<file path="src/rtl/vga_overlay_pkg.sv">
// Shared definitions for the VGA sprite overlay: register map, field positions,
// colour width and the sprite configuration record copied at each frame start.
package vga_overlay_pkg;

    localparam int COLOR_W = 6;
    localparam int POS_W   = 10;

    localparam logic [5:0] ADDR_CTRL     = 6'h00;
    localparam logic [5:0] ADDR_POS      = 6'h04;
    localparam logic [5:0] ADDR_FRAME    = 6'h08;
    localparam logic [5:0] ADDR_BMP_BASE = 6'h10;
    localparam logic [5:0] ADDR_BMP_LAST = 6'h2C;

    localparam int CTRL_EN_BIT = 0;
    localparam int CTRL_FG_LSB = 8;
    localparam int CTRL_BG_LSB = 16;
    localparam int POS_X_LSB   = 0;
    localparam int POS_Y_LSB   = 16;

    typedef struct packed {
        logic               en;
        logic [COLOR_W-1:0] fg;
        logic [COLOR_W-1:0] bg;
        logic [POS_W-1:0]   x;
        logic [POS_W-1:0]   y;
    } sprite_cfg_t;

    function automatic logic is_bmp_addr(input logic [5:0] addr);
        return (addr >= ADDR_BMP_BASE) && (addr <= ADDR_BMP_LAST) && (addr[1:0] == 2'b00);
    endfunction

    // Each bitmap word holds two consecutive rows; returns the word index 0..7.
    function automatic logic [2:0] bmp_word(input logic [5:0] addr);
        return 3'((addr - ADDR_BMP_BASE) >> 2);
    endfunction

endpackage

</file>
<file path="src/rtl/vga_sprite_regs.sv">
// Sprite register file: pending/active CTRL+POS with frame-start shadow copy,
// direct-write bitmap, frame counter, sticky frame interrupt and read mux.
module vga_sprite_regs
    import vga_overlay_pkg::*;
#(
    parameter int CNT_W = 16
) (
    input  logic               clk,
    input  logic               rst_n,
    input  logic               i_vsync,
    input  logic [5:0]         i_cfg_addr,
    input  logic [31:0]        i_cfg_wdata,
    input  logic               i_cfg_we,
    input  logic               i_irq_clear,
    input  logic [3:0]         i_row_sel,
    output logic               o_act_en,
    output logic [COLOR_W-1:0] o_act_fg,
    output logic [COLOR_W-1:0] o_act_bg,
    output logic [POS_W-1:0]   o_act_x,
    output logic [POS_W-1:0]   o_act_y,
    output logic [15:0]        o_row_bits,
    output logic [31:0]        o_cfg_rdata,
    output logic               o_frame_irq
);

    sprite_cfg_t      r_pend;
    sprite_cfg_t      r_act;
    logic [15:0]      r_bmp [16];
    logic             r_vsync_q;
    logic [CNT_W-1:0] r_frame_cnt;
    logic             r_frame_irq;

    logic             w_vs_edge;
    logic             w_bmp_hit;
    logic [2:0]       w_bmp_word;
    logic [31:0]      w_rdata;

    assign w_vs_edge  = i_vsync & ~r_vsync_q;
    assign w_bmp_hit  = is_bmp_addr(i_cfg_addr);
    assign w_bmp_word = bmp_word(i_cfg_addr);

    // vsync history for rising-edge detection
    always_ff @(posedge clk or negedge rst_n) begin
        if (!rst_n) begin
            r_vsync_q <= 1'b0;
        end else begin
            r_vsync_q <= i_vsync;
        end
    end

    // CPU-visible pending CTRL/POS
    always_ff @(posedge clk or negedge rst_n) begin
        if (!rst_n) begin
            r_pend <= '0;
        end else if (i_cfg_we) begin
            case (i_cfg_addr)
                ADDR_CTRL: begin
                    r_pend.en <= i_cfg_wdata[CTRL_EN_BIT];
                    r_pend.fg <= i_cfg_wdata[CTRL_FG_LSB +: COLOR_W];
                    r_pend.bg <= i_cfg_wdata[CTRL_BG_LSB +: COLOR_W];
                end
                ADDR_POS: begin
                    r_pend.x <= i_cfg_wdata[POS_X_LSB +: POS_W];
                    r_pend.y <= i_cfg_wdata[POS_Y_LSB +: POS_W];
                end
                default: r_pend <= r_pend;
            endcase
        end else begin
            r_pend <= r_pend;
        end
    end

    // Active set samples the pre-write pending value, so a same-cycle write lands a frame later
    always_ff @(posedge clk or negedge rst_n) begin
        if (!rst_n) begin
            r_act <= '0;
        end else if (w_vs_edge) begin
            r_act <= r_pend;
        end else begin
            r_act <= r_act;
        end
    end

    // Bitmap rows, written directly with no shadow
    always_ff @(posedge clk or negedge rst_n) begin
        if (!rst_n) begin
            for (int i = 0; i < 16; i++) begin
                r_bmp[i] <= 16'h0000;
            end
        end else if (i_cfg_we && w_bmp_hit) begin
            r_bmp[{w_bmp_word, 1'b0}] <= i_cfg_wdata[15:0];
            r_bmp[{w_bmp_word, 1'b1}] <= i_cfg_wdata[31:16];
        end else begin
            r_bmp <= r_bmp;
        end
    end

    // Frame counter and sticky interrupt; a frame start beats a same-cycle clear
    always_ff @(posedge clk or negedge rst_n) begin
        if (!rst_n) begin
            r_frame_cnt <= '0;
            r_frame_irq <= 1'b0;
        end else if (w_vs_edge) begin
            r_frame_cnt <= r_frame_cnt + 1'b1;
            r_frame_irq <= 1'b1;
        end else if (i_irq_clear) begin
            r_frame_cnt <= r_frame_cnt;
            r_frame_irq <= 1'b0;
        end else begin
            r_frame_cnt <= r_frame_cnt;
            r_frame_irq <= r_frame_irq;
        end
    end

    // Combinational read mux
    always_comb begin
        w_rdata = 32'h0000_0000;
        case (i_cfg_addr)
            ADDR_CTRL: begin
                w_rdata[CTRL_EN_BIT]              = r_pend.en;
                w_rdata[CTRL_FG_LSB +: COLOR_W]   = r_pend.fg;
                w_rdata[CTRL_BG_LSB +: COLOR_W]   = r_pend.bg;
            end
            ADDR_POS: begin
                w_rdata[POS_X_LSB +: POS_W]       = r_pend.x;
                w_rdata[POS_Y_LSB +: POS_W]       = r_pend.y;
            end
            ADDR_FRAME: w_rdata = 32'(r_frame_cnt);
            default: begin
                if (w_bmp_hit) begin
                    w_rdata = {r_bmp[{w_bmp_word, 1'b1}], r_bmp[{w_bmp_word, 1'b0}]};
                end else begin
                    w_rdata = 32'h0000_0000;
                end
            end
        endcase
    end

    assign o_act_en    = r_act.en;
    assign o_act_fg    = r_act.fg;
    assign o_act_bg    = r_act.bg;
    assign o_act_x     = r_act.x;
    assign o_act_y     = r_act.y;
    assign o_row_bits  = r_bmp[i_row_sel];
    assign o_cfg_rdata = w_rdata;
    assign o_frame_irq = r_frame_irq;

endmodule

</file>
<file path="src/rtl/vga_sprite_overlay.sv">
// Pixel stage behind the VGA timing generator: 16x16 1-bit sprite over a flat
// background, two-cycle pipeline with delay-matched syncs.
module vga_sprite_overlay
    import vga_overlay_pkg::*;
#(
    parameter int SPR_W = 16,
    parameter int SPR_H = 16,
    parameter int CNT_W = 16
) (
    input  logic               clk,
    input  logic               rst_n,
    input  logic [9:0]         hpos,
    input  logic [9:0]         vpos,
    input  logic               display_on,
    input  logic               hsync_in,
    input  logic               vsync_in,
    input  logic [5:0]         cfg_addr,
    input  logic [31:0]        cfg_wdata,
    input  logic               cfg_we,
    output logic [31:0]        cfg_rdata,
    input  logic               irq_clear,
    output logic [COLOR_W-1:0] rgb_out,
    output logic               hsync_out,
    output logic               vsync_out,
    output logic               frame_irq
);

    logic               w_act_en;
    logic [COLOR_W-1:0] w_act_fg;
    logic [COLOR_W-1:0] w_act_bg;
    logic [POS_W-1:0]   w_act_x;
    logic [POS_W-1:0]   w_act_y;
    logic [15:0]        w_row_bits;
    logic [10:0]        w_dx;
    logic [10:0]        w_dy;
    logic               w_inside;
    logic               w_pix_on;

    logic               r_disp_s1;
    logic               r_hs_s1;
    logic               r_vs_s1;
    logic               r_inside_s1;
    logic [15:0]        r_row_s1;
    logic [3:0]         r_col_s1;
    logic [COLOR_W-1:0] r_fg_s1;
    logic [COLOR_W-1:0] r_bg_s1;

    logic [COLOR_W-1:0] r_rgb;
    logic               r_hs_s2;
    logic               r_vs_s2;

    // 11-bit unsigned offsets: left/above the sprite wraps to >= 1025, so no horizontal wrap-around
    assign w_dx     = {1'b0, hpos} - {1'b0, w_act_x};
    assign w_dy     = {1'b0, vpos} - {1'b0, w_act_y};
    assign w_inside = w_act_en & (w_dx < 11'(SPR_W)) & (w_dy < 11'(SPR_H));

    vga_sprite_regs #(
        .CNT_W (CNT_W)
    ) u_regs (
        .clk         (clk),
        .rst_n       (rst_n),
        .i_vsync     (vsync_in),
        .i_cfg_addr  (cfg_addr),
        .i_cfg_wdata (cfg_wdata),
        .i_cfg_we    (cfg_we),
        .i_irq_clear (irq_clear),
        .i_row_sel   (w_dy[3:0]),
        .o_act_en    (w_act_en),
        .o_act_fg    (w_act_fg),
        .o_act_bg    (w_act_bg),
        .o_act_x     (w_act_x),
        .o_act_y     (w_act_y),
        .o_row_bits  (w_row_bits),
        .o_cfg_rdata (cfg_rdata),
        .o_frame_irq (frame_irq)
    );

    // Stage 1: hit test, row fetch and timing capture
    always_ff @(posedge clk or negedge rst_n) begin
        if (!rst_n) begin
            r_disp_s1   <= 1'b0;
            r_hs_s1     <= 1'b0;
            r_vs_s1     <= 1'b0;
            r_inside_s1 <= 1'b0;
            r_row_s1    <= 16'h0000;
            r_col_s1    <= 4'h0;
            r_fg_s1     <= '0;
            r_bg_s1     <= '0;
        end else begin
            r_disp_s1   <= display_on;
            r_hs_s1     <= hsync_in;
            r_vs_s1     <= vsync_in;
            r_inside_s1 <= w_inside;
            r_row_s1    <= w_row_bits;
            r_col_s1    <= w_dx[3:0];
            r_fg_s1     <= w_act_fg;
            r_bg_s1     <= w_act_bg;
        end
    end

    // Column 0 is the leftmost pixel and lives in bit 15
    assign w_pix_on = r_inside_s1 & r_row_s1[4'd15 - r_col_s1];

    // Stage 2: colour select and sync alignment
    always_ff @(posedge clk or negedge rst_n) begin
        if (!rst_n) begin
            r_rgb   <= '0;
            r_hs_s2 <= 1'b0;
            r_vs_s2 <= 1'b0;
        end else begin
            r_hs_s2 <= r_hs_s1;
            r_vs_s2 <= r_vs_s1;
            if (!r_disp_s1) begin
                r_rgb <= '0;
            end else if (w_pix_on) begin
                r_rgb <= r_fg_s1;
            end else begin
                r_rgb <= r_bg_s1;
            end
        end
    end

    assign rgb_out   = r_rgb;
    assign hsync_out = r_hs_s2;
    assign vsync_out = r_vs_s2;

endmodule

</file>
<file path="config.mk">
export PLATFORM = sky130hd
export DESIGN_NAME = vga_sprite_overlay
export DESIGN_NICKNAME = d
export VERILOG_FILES = /design/src/rtl/vga_overlay_pkg.sv /design/src/rtl/vga_sprite_regs.sv /design/src/rtl/vga_sprite_overlay.sv
export SDC_FILE = /design/constraint.sdc
export NUM_CORES = 1
export LEC_CHECK = 0
export CAP_MARGIN = 15
export CORE_AREA = 2 2 216 218
export DETAILED_ROUTE_END_ITERATION = 10
export DIE_AREA = 0 0 218 220
export PLACE_DENSITY = 0.65
export SYNTH_ARGS = -nofsm -noshare
export SYNTH_HDL_FRONTEND = slang
export SYNTH_SLANG_ARGS = --single-unit
</file>
<file path="constraint.sdc">
create_clock -name clk -period 5.6 [get_ports clk]
set_clock_uncertainty 0.2 [all_clocks]
set_input_delay 1.12 -clock clk [delete_from_list [all_inputs] [get_ports clk]]
set_output_delay 1.12 -clock clk [all_outputs]
set_load 0.05 [all_outputs]
</file>
Yosys cells after proc, flatten, opt, wreduce, memory -nomap -nowiden --
Index checks and enable logic that the tools add are counted.
Word-level totals: register bits after elaboration 383, output and inout bits 41, bits of input ports 65, word-level logic and storage cells 107
Cells by class: muxes and demuxes 30, $add $sub $neg 5, equality and inequality tests 2, reductions and logical operators 13, magnitude comparators 10, bitwise operators 8
Operator list (number):
- $bwmux 256 | 2
- $bmux 16 s4 | 3
- $demux 16 s4 | 2
- $mux 16 | 8
- $mux 32 | 1
- $lt 11x5->1 const B | 2
- $sub 10x10->11 | 2
- $pmux 7 s3 | 1
- $mux 6 | 3
- $pmux 6 s3 | 1
- $add 16x1->16 const B | 1
- $ge 5x5->1 const B | 3
- $not 4->5 | 3
- $pmux 4 s3 | 1
- $lt 5x1->1 const B | 2
- $pmux 4 s2 | 1
- $eq 6x3->1 const B | 1
- $eq 6x4->1 const B | 1
- $ge 6x5->1 const B | 1
- $le 6x6->1 const B | 1
- $logic_not 6->1 | 1
- $pmux 2 s3 | 1
- $logic_and 1x1->1 | 5
- $lt 4x5->1 const B | 1
- other kinds (13) | 20

Longest topological paths before layout --
depth after elaboration 8, depth in mapped cells 9, depth with buffers taken out 9

Modules after synthesis --
Synthesis repeated with hierarchy kept, for this count alone.
Second synthesis, totals: cell total of the unflattened synthesis 1400, area, all modules 19242.2 um2
By module, submodules not included:
- vga_sprite_regs | sequential area each 8508.2 um2, area an instance 16925.0 um2, times used 1, cells each 1184
- vga_sprite_overlay | sequential area each 1101.1 um2, area an instance 2317.2 um2, times used 1, cells each 216

Least setup slack after synthesis --
OpenSTA, ideal clock, no wires.
path type input -> output, start in cfg_addr[3], end out cfg_rdata[10], setup slack 0.875 ns, arrival 3.405 ns, buffers on the path 3, required time 4.280 ns, cell stages on the path 6, cells stage by stage buf_2 > buf_1 > buf_1 > mux4_2 > mux2i_1 > o21ai_0
On the way: word-level cells in the longest chain between the ends 7, elaborated cells on any way between the ends 14, those cells by class add/sub (1); order compare (2); eq/ne (2); mux (5); bitwise (1); reduce/logical (3)
Ends and longest elaborated chain:
- from (decl) | RTL line vga_sprite_overlay.sv:17 | input logic [5:0] cfg_addr,
- $sub 5x5->5 | RTL line vga_overlay_pkg.sv:34 | return 3'((addr - ADDR_BMP_BASE) >> 2);
- $not 4->5 (implied by the code) | RTL line vga_sprite_regs.sv:131 | w_rdata = {r_bmp[{w_bmp_word, 1'b1}], r_bmp[{w_bmp_word, 1'b0}]};
- $bmux 16 s4 | RTL line vga_sprite_regs.sv:131
- $mux 16 (implied by the code) (2 in a row) | RTL line vga_sprite_regs.sv:131
- $mux 32 | RTL line vga_sprite_regs.sv:130 | if (w_bmp_hit) begin
- $pmux 4 s3 (*) | RTL line vga_sprite_regs.sv:118 | case (i_cfg_addr)
- to (decl) | RTL line vga_sprite_overlay.sv:20 | output logic [31:0] cfg_rdata,
Every way passes the cells marked *; elsewhere a longest branch is shown, timed or not. The select of a mux whose other input is x is not followed.

Final worst setup path --
start in cfg_addr[2], end out cfg_rdata[1]
On the way: word-level cells in the longest chain between the ends 7, elaborated cells on any way between the ends 14, those cells by class add/sub (1); order compare (2); eq/ne (2); mux (5); bitwise (1); reduce/logical (3)
Ends and longest elaborated chain (RTL line):
- $sub 5x5->5 | vga_overlay_pkg.sv:34
- $not 4->5 (implied by the code) | vga_sprite_regs.sv:131
- $bmux 16 s4 | vga_sprite_regs.sv:131
- $mux 16 (implied by the code) (2 in a row) | vga_sprite_regs.sv:131
- $mux 32 | vga_sprite_regs.sv:130
- $pmux 7 s3 (*) | vga_sprite_regs.sv:118
Marked as above.

==> summary.txt <==
Power
  • Comb pwr share: 22.8%
  • Switching part of the total: 28.3%
  • PD cells: 360 nW/um2
  • Pint: 5.86 mW
  • Power share of the sequential group: 43.2%
  • Clock power share: 34.0%
  • Switching pwr: 2.31 mW
  • VDD IR-drop max: 0.000195 V
  • Leak pwr: 10.1 nW

Route
  • Initial DRC Count: 997
  • Final WL: 49,800 um
  • Number of iterations in the first detailed-routing pass: 5
  • DR WL/cell: 23.6 um
  • Post-route DRC: 0
  • DR vias/cell: 5.82
  • Final ANT Viol Nets: 0
  • Vias: 12,271

Die
  • # rows: 79
  • Core Area: 45,900 um2
  • Number of I/O pins: 106
  • Die height: 220 um
  • DIE WIDTH: 218 um
  • Die area: 48,000 um2
  • Initial Util: 42.3%

Timing
  • Setup total negative slack: 0 ns
  • Fin crit period: 4.84 ns
  • Fin. Hold Viols: 0
  • Highest Clock Rate: 0.206 GHz
  • Final period util: 86.5%
  • Final setup viols: 0
  • Final Max Slew Viols: 0
  • Final WS setup: 0.755 ns
  • Unrepaired setup endpoints after global routing: false
  • Rel. slew slack: 34.6%
  • Slew of the pin with the lowest slew margin: 0.980 ns

Placement
  • Post-Place Setup Slack: 0.730 ns
  • Port buffer count: 105
  • GP Congestion: 0.885
  • DP HPWL: 32,700 um

CTS
  • # resized after CTS: 0
  • Clock Tree Buf Depth: 3
  • Worst-path clk slew: 0.05 ns
  • H-Tree Level Count: 2
  • Skew-Pair Late Insertion Delay: 0.56 ns
  • CTS tree: done
  • Clock Sinks: 383
  • Hold_buf cts: 0
  • Root Buffer: clkbuf_16
  • Post-CTS Setup Bufs: 0
  • Clock buffer count from CTS: 43

Setup path
  • Worst EP required: 4.28 ns
  • Critical Path AT: 3.52 ns
  • CP Max Fanout: 41
  • Slowest stage cell, crit path: buf_4
  • Delay of the slowest critical-path stage: 0.59 ns
  • CP bufs+invs: 3
  • CP dominant cell by count: buf_12
  • Critical path cell sequence: buf_4 -> buf_12 -> mux4_2 -> mux2i_1 -> o21ai_0 -> buf_12
  • CP delay by family, top: buffers and inverters
  • CP Launch Type: input port
  • Crit end category: output port
  • Kind of critical path: input port to output port

Logic synthesis
  • Share of synthesized registers carrying an async set or reset: 100%
  • Synth Cell Area: 19,400 um2
  • Post-synth EDFFs: 0
  • Prevailing post-synth register cell: dfrtp_1
  • Post-Synthesis Cells: 1,386
  • Syn nets: 1,474
  • Yosys warning count: 0
  • #FFs+latches synth: 383
  • Synth cell types: 59
  • Sequential fraction of the synthesis area: 49.5%
  • Mapped Avg Cell Area: 14.0 um2

Run status
  • Status: finished clean

Cells and area
  • Most common cell after layout, fill and taps aside: dfrtp_1
  • Most frequent cells in the layout: 383 x dfrtp_1, 278 x mux2_2, 133 x mux4_2, 92 x nand2_1, 75 x clkdlybuf4s50_1
  • Layout cell share with drive strength beyond 1: 37.1%
  • Synth-to-layout area growth: 17.1%
  • Ant. Diodes: 0
  • Nets: 1,560

GRT
  • Global-route wire length before repair: 77,700 um
  • GRT overflow: 0
  • Total track usage: 21.4%
  • Number of global-route vias before repair: 12,873
  • Largest net degree at the start of global routing: 123
  • Initial antenna violation count: 2

Run
  • Max-Cap Viols: 0

Worst hold path
  • Hold crit path type: flop to flop
[power by group through the flow]
stage | Clock, mW | Sequential (mW) | Combinational, mW
finish | 2.78 | 3.53 | 1.87
CTS | 2.84 | 3.52 | 1.87
detailed placement | 0 | 3.57 | 1.87
global placement | 0 | 3.55 | 1.83
global route | 2.95 | 3.58 | 2.01
floorplan | 0 | 3.46 | 1.31
[per-stage QoR]
step	power, mW	area, um2	hold slack, ns	util, %	std cells
6_report	8.17	22700	0.160	49.5	2107
5_1_grt	8.54	22700	0.165	49.5	2107
4_1_cts	8.23	22700	0.166	49.5	2107
3_5_place_dp	5.44	21300	0.152	46.5	2034
3_3_place_gp	5.39	21300	0.144	46.5	2034
2_1_floorplan	4.77	19400	0.131	-	1386
[area by class of cell]
cell class,instances,area (um2)
Clock buffer,65,1250
Tap cell,607,759
Fill cell,3973,23200
Multi-Input combinational cell,871,9270
Timing Repair Buffer,141,1590
Inverter,32,120
Sequential cell,383,9580
Clock inverter,8,118
[Yosys cell counts (5+ instances only)]
| cell | count | area share, % |
|---|---|---|
| buf_1 | 19 | 0.37 |
| nand2_1 | 94 | 1.8 |
| inv_1 | 31 | 0.60 |
| mux4_2 | 133 | 15 |
| mux2_2 | 278 | 16 |
| nand2b_1 | 8 | 0.26 |
| xnor2_1 | 16 | 0.72 |
| xor2_1 | 6 | 0.27 |
| clkbuf_1 | 35 | 0.68 |
| o22ai_1 | 5 | 0.16 |
| a21oi_1 | 30 | 0.77 |
| a22oi_1 | 17 | 0.66 |
| o21ai_0 | 56 | 1.4 |
| nor2b_1 | 22 | 0.71 |
| ha_1 | 21 | 1.4 |
| nor3_1 | 6 | 0.15 |
| mux2_1 | 11 | 0.64 |
| dfrtp_1 | 383 | 49 |
| buf_2 | 36 | 0.93 |
| nor2_1 | 28 | 0.54 |
| o21a_1 | 5 | 0.19 |
| mux2i_1 | 55 | 2.8 |
| a211oi_1 | 18 | 0.70 |
| buf_6 | 7 | 0.41 |
| a2111oi_0 | 5 | 0.23 |
| nand3_1 | 9 | 0.23 |
[flip-flops by register name (all words and copies together), names as in the netlist, 4 cells and up]
| register | count |
|---|---|
| rgb_out | 6 |
| u_regs.o_act_fg | 6 |
| u_regs.r_bmp | 256 |
| u_regs.o_act_y | 10 |
| r_col_s1 | 4 |
| u_regs.r_pend | 33 |
| u_regs.r_frame_cnt | 16 |
| r_row_s1 | 16 |
| r_bg_s1 | 6 |
| u_regs.o_act_x | 10 |
| r_fg_s1 | 6 |
| u_regs.o_act_bg | 6 |
[per-layer routing]
metal  global-route usage (%)  vias up  share of wire, %
li1                         -     5345                 -
met1                     28.6     6416                43
met2                     34.4      409                47
met3                     5.13       97               6.3
met4                     7.21        4               3.1
met5                        0        -             0.046
[cells by family after synthesis]
family	share of synthesized area, %
xor+xnor	0.994
mux	35.1
simple gates	4.88
buf+inv	3.11
compound gates	4.91
fa+ha+maj	1.56
flops	49.5
[final timing paths]
kind                                           to  cells past startpoint              start  slack, ns
worst max register to register        r_row_s1[8]                      6  u_regs.o_act_y[0]       2.18
worst min-delay path                    hsync_out                      0            r_hs_s1       0.16
worst min register to register          hsync_out                      0            r_hs_s1       0.16
min in group asynchronous       u_regs.r_bmp[144]                      1              rst_n       0.43
max in group asynchronous       u_regs.r_bmp[111]                      2              rst_n       3.54
worst max-delay path                 cfg_rdata[1]                      6        cfg_addr[2]       0.76
[worst reg2reg max path: cells and delay by family (launching register included)]
kind | cells | cell delay [ns]
mux | 1 | 0.60
simple gates | 1 | 0.14
compound gates | 2 | 0.42
fa+ha+maj | 2 | 1.47
flops | 1 | 0.42
(Power assumes the default switching activity.)
==> RTL edit 1: new RTL, same settings <==
Remove the register `r_vs_s2`: a continuous assignment takes its place, so the output `vsync_out` follows one clock earlier.
--- a/src/rtl/vga_sprite_overlay.sv
+++ b/src/rtl/vga_sprite_overlay.sv
@@ -106,10 +106,8 @@
         if (!rst_n) begin
             r_rgb   <= '0;
             r_hs_s2 <= 1'b0;
-            r_vs_s2 <= 1'b0;
         end else begin
             r_hs_s2 <= r_hs_s1;
-            r_vs_s2 <= r_vs_s1;
             if (!r_disp_s1) begin
                 r_rgb <= '0;
             end else if (w_pix_on) begin
@@ -120,6 +118,8 @@
         end
     end
 
+    assign r_vs_s2 = r_vs_s1;
+
     assign rgb_out   = r_rgb;
     assign hsync_out = r_hs_s2;
     assign vsync_out = r_vs_s2;
Behaviour: not the same (Yosys sat finds a counterexample within 4 cycles, from zero or initial values and one cycle with rst_n low).
==> RTL edit 1 against the unedited design <==
Worst setup slack worse by 0.045 ns; routed wire length is 0.26% higher; design area is 0.29% higher; highest routed layer is now met4; final cell count is 0.28% higher; sequential cell count is 1 lower; count of clock-buffer cells in the layout is 3 lower; sequential power hardly changed; area after synthesis is 0.13% lower; global-route usage is 0.34 points lower; total power is 0.40% lower; register-to-register slack better by 0.03 ns; synthesized cell count hardly changed.
==> RTL edit 1: results (changes against the unedited design) <==
| Metric | Value |
|---|---|
| Status | complete, no violations (unchanged) |
| Post-synth top cells | 382 x dfrtp_1, 278 x mux2_2, 133 x mux4_2 (was 383 x dfrtp_1, 278 x mux2_2, 133 x mux4_2) |
| Dpl cell area | 21400 um2 (was 21300 um2) |
| Met3 WL | 2.43 mm (was 3.13 mm) |
| RR Endpoint | r_row_s1[15] (was r_row_s1[8]) |
| Signal buffers | 143 (was 141) |
| Max_slew headroom | 0.402 (was 0.346) |
| Met2 wire length | 24.3 mm (was 23.6 mm) |
| Switching Share | 0.285 (was 0.283) |
| Vias in the first global route | 12700 (was 12900) |
| Final Instance Count excl. Fillers | 2113 (was 2107) |
| Final HPWL DP | 34.1 mm (was 32.7 mm) |
| Post-CTS Repair Setup Buffers | 0 (unchanged) |
| Max layer used | met4 (was met5) |
| Met1 wire length | 21.6 mm (was 21.5 mm) |
| R2R setup slack | 2.21 ns (was 2.18 ns) |
| Largest net degree at the start of global routing | 114 (was 123) |
| Met2 Track Usage GR | 0.347 (was 0.344) |
| R2R depth | 7 (was 6) |
| Multi-input combinational area share | 0.407 (was 0.409) |
| GRT Util Overall | 0.210 (was 0.214) |
| Power per cell area | 358 nW/um2 (was 360 nW/um2) |
| Non-clk buf share | 0.0723 (was 0.0700) |
| Fmax | 205 MHz (was 206 MHz) |
| Routed wire length | 49.9 mm (was 49.8 mm) |
| Worst Path Arrival | 3.57 ns (was 3.52 ns) |
| Met3 Use GR | 0.0373 (was 0.0513) |
| Worst hold slack | 0.149 ns (was 0.160 ns) |
| Register area share after synthesis | 0.494 (was 0.495) |
| Dpl cells | 2035 (was 2034) |
| Dpl ws | 0.697 ns (was 0.730 ns) |
| Mapped Cells | 1385 (was 1386) |
| Synth-to-Final Area Change | 17.6% (was 17.1%) |
| Adder-Cell Fraction of Synth Area | 0.0156 (about the same) |
| Num CTS Buffers | 42 (was 43) |
| Clk cell area share | 0.0614 (was 0.0603) |
| Max incr delay on CP | 0.85 ns (was 0.59 ns) |
| CTS sink cnt | 382 (was 383) |
| Compound-Gate Fraction of Synth Area | 0.0492 (was 0.0491) |
| First-pass GRT wire length | 76.8 mm (was 77.7 mm) |
| DR iter-0 viols | 855 (was 997) |
| Crit-path max FO | 12 (was 41) |
| Leakage power | 10.1 nW (about the same) |
| Antenna Cells | 2 (was 0) |
| Seq/total area | 0.420 (was 0.422) |
| Synth Area in XOR/XNOR | 0.00996 (was 0.00994) |
| Syn nets | 1473 (was 1474) |
| CLK BUF | 62 (was 65) |
| Slowest stage cell, crit path | clkdlybuf4s50_1 (was buf_4) |
| Vias/cell | 5.78 (was 5.82) |
| Area contributors post-synth | dfrtp_1 49%, mux2_2 16%, mux4_2 15% (unchanged) |
| Final GP Congestion | 0.857 (was 0.885) |
| Mux share of post-synthesis cell area | 0.351 (about the same) |
| Number of fill cells in the layout | 3858 (was 3973) |
| Clock Tree Buf Depth | 3 (unchanged) |
| Int Power | 5.82 mW (was 5.86 mW) |
| Share of layout cells above drive strength 1 | 0.380 (was 0.371) |
[RTL edit 1: cell count changes in the layout (fill, tap and decap cells not counted), moves of 2 or more]
cell / delta
clkbuf_1: -6
clkbuf_8: +5
buf_12: +4
clkinv_2: +4
clkdlybuf4s50_1: -3
clkbuf_16: -2
clkinv_4: +2
clkinv_8: +2
diode_2: +2
[RTL edit 1: critical path: cells and delay by family]
| kind | cells | cell delay, ns |
|---|---|---|
| XOR/XNOR | 1 | 0.13 |
| buffers and inverters | 2 | 1.29 |
| AND/OR/NAND/NOR | 2 | 1.01 |
[RTL edit 1: worst max-delay path by stage]
stage	startpoint	end
final	cfg_addr[5]	cfg_rdata[28]
after global placement	cfg_addr[5]	cfg_rdata[28]
after CTS	cfg_addr[5]	cfg_rdata[28]
after global routing	cfg_addr[5]	cfg_rdata[28]
after floorplan	cfg_addr[3]	cfg_rdata[10]
after detailed placement	cfg_addr[5]	cfg_rdata[28]
==> RTL edit 2: new RTL, config.mk and constraints unchanged <==
Without the edit above. The package constant `CTRL_BG_LSB` goes from 16 to 24.
--- a/src/rtl/vga_overlay_pkg.sv
+++ b/src/rtl/vga_overlay_pkg.sv
@@ -13,7 +13,7 @@
 
     localparam int CTRL_EN_BIT = 0;
     localparam int CTRL_FG_LSB = 8;
-    localparam int CTRL_BG_LSB = 16;
+    localparam int CTRL_BG_LSB = 24;
     localparam int POS_X_LSB   = 0;
     localparam int POS_Y_LSB   = 16;
 
Check against the original RTL: not equivalent (a bounded check fails within 4 cycles, from zero or initial values and one cycle with rst_n low).
==> RTL edit 2 against the unedited design <==
Design area fell by 0.49%; largest cell class unchanged; critical path depth fell by 1; final cell count fell by 0.38%; clock power fell by 5%; worst hold slack got worse by 0.010 ns; worst setup slack got worse by 0.15 ns; total power fell by 2.0%; sequential cell count did not move; count of clock-buffer cells in the layout fell by 6; area after synthesis fell by 0.12%; routed wire length fell by 1.3%.
==> RTL edit 2: results (changes against the unedited design) <==
| Metric | Value |
|---|---|
| Inverters, non-clock | 27 (was 32) |
| Clk cell area share | 0.0575 (was 0.0603) |
| Signal buffers | 144 (was 141) |
| Synth Warn # | 0 (unchanged) |
| #MultiIn Comb | 867 (was 871) |
| Clock Tree Buf Depth | 3 (unchanged) |
| Setup crit end | cfg_rdata[0] (was cfg_rdata[1]) |
| Max layer used | met4 (was met5) |
| Multi-input gate area | 9280 um2 (was 9270 um2) |
| DR iter-0 viols | 1029 (was 997) |
| # nets final | 1551 (was 1560) |
| Max_slew headroom | 0.342 (was 0.346) |
| Peak supply drop | 0.198 mV (was 0.195 mV) |
| CLK BUF | 59 (was 65) |
| Via Count | 12100 (was 12300) |
| Register area share after synthesis | 0.495 (about the same) |
| Int Power | 5.72 mW (was 5.86 mW) |
| Antenna violations before repair | 0 (was 2) |
| Number of library cell types mapped by synthesis | 52 (was 59) |
| Leakage power | 10.1 nW (about the same) |
| Slowest stage cell, crit path | clkdlybuf4s50_1 (was buf_4) |
| Met1 wire length | 22.4 mm (was 21.5 mm) |
| Max incr delay on CP | 0.88 ns (was 0.59 ns) |
| Seq/total area | 0.424 (was 0.422) |
| R2R depth | 7 (was 6) |
| Vias in the first global route | 12600 (was 12900) |
| Status | complete, no violations (unchanged) |
| Clock Latency Late Sink | 0.54 ns (was 0.56 ns) |
| Number of fill cells in the layout | 3957 (was 3973) |
| First-pass GRT wire length | 76.1 mm (was 77.7 mm) |
| GR Layer Usage met1 | 0.302 (was 0.286) |
| Post-synth top cells | 383 x dfrtp_1, 243 x mux2_2, 133 x mux4_2 (was 383 x dfrtp_1, 278 x mux2_2, 133 x mux4_2) |
| Final GP Congestion | 0.874 (was 0.885) |
| Worst setup path startpoint | cfg_addr[5] (was cfg_addr[2]) |
| Share of layout cells above drive strength 1 | 0.373 (was 0.371) |
| GRT Util Overall | 0.208 (was 0.214) |
| R2R setup slack | 2.35 ns (was 2.18 ns) |
| Met3 Use GR | 0.0357 (was 0.0513) |
| Syn nets | 1458 (was 1474) |
| Drt pass-1 iters | 5 (unchanged) |
| Final HPWL DP | 32.3 mm (was 32.7 mm) |
| Num CTS Buffers | 40 (was 43) |
| Routed wire length | 49.1 mm (was 49.8 mm) |
| Largest net degree at the start of global routing | 120 (was 123) |
| Crit path max-delay family | buffers and inverters (unchanged) |
| RR Endpoint | r_row_s1[2] (was r_row_s1[8]) |
| Non-clk buf share | 0.0689 (was 0.0700) |
| Crit-path max FO | 18 (was 41) |
| Area contributors post-synth | dfrtp_1 50%, mux4_2 15%, mux2_2 14% (was dfrtp_1 49%, mux2_2 16%, mux4_2 15%) |
| Clk slew on worst S/H paths | roughly 0.06 ns |
| Met2 Track Usage GR | 0.326 (was 0.344) |
| Hold path cells | 0 (unchanged) |
| Met2 wire length | 22.9 mm (was 23.6 mm) |
| Met3 WL | 2.81 mm (was 3.13 mm) |
| Worst Path Arrival | 3.68 ns (was 3.52 ns) |
[RTL edit 2: worst min-delay path by stage]
stage                        from         to  slack (ns)
after floorplan           r_hs_s1  hsync_out        0.13
after global placement    r_hs_s1  hsync_out        0.13
after detailed placement  r_hs_s1  hsync_out        0.14
after CTS                 r_hs_s1  hsync_out        0.15
after global routing      r_hs_s1  hsync_out        0.17
final                     r_hs_s1  hsync_out        0.15
[RTL edit 2: logic make-up (layout without fill, tap and decap cells)]
family,Yosys count,count (layout),share of synthesized area
flip-flops,383,383,0.495
multiplexers,474,474,0.356
XOR/XNOR,24,24,0.0109
adder cells (fa/ha/maj),23,23,0.0156
AND/OR/NAND/NOR,206,206,0.0505
buffers and inverters,120,242,0.0290
AO/OA/AOI/OAI,140,140,0.0433
[RTL edit 2: power by group through the flow]
| stage | clock (mW) | combinational (mW) | sequential (mW) |
|---|---|---|---|
| 2_1_floorplan | 0 | 1.31 | 3.46 |
| 3_5_place_dp | 0 | 1.84 | 3.58 |
| 3_3_place_gp | 0 | 1.80 | 3.56 |
| 5_1_grt | 2.79 | 1.98 | 3.59 |
| 4_1_cts | 2.69 | 1.85 | 3.53 |
| 6_report | 2.63 | 1.84 | 3.54 |
[RTL edit 2: metrics by stage]
| step | instances | setup slack, ns | hold slack (ns) | area [um2] | util |
|---|---|---|---|---|---|
| after CTS | 2099 | 0.634 | 0.154 | 22600 | 0.492 |
| after global placement | 2028 | 0.677 | 0.135 | 21300 | 0.464 |
| after detailed placement | 2028 | 0.640 | 0.139 | 21300 | 0.464 |
| after floorplan | 1370 | 0.864 | 0.131 | 19400 | - |
| final | 2099 | 0.601 | 0.150 | 22600 | 0.492 |
| after global routing | 2099 | 0.533 | 0.171 | 22600 | 0.492 |
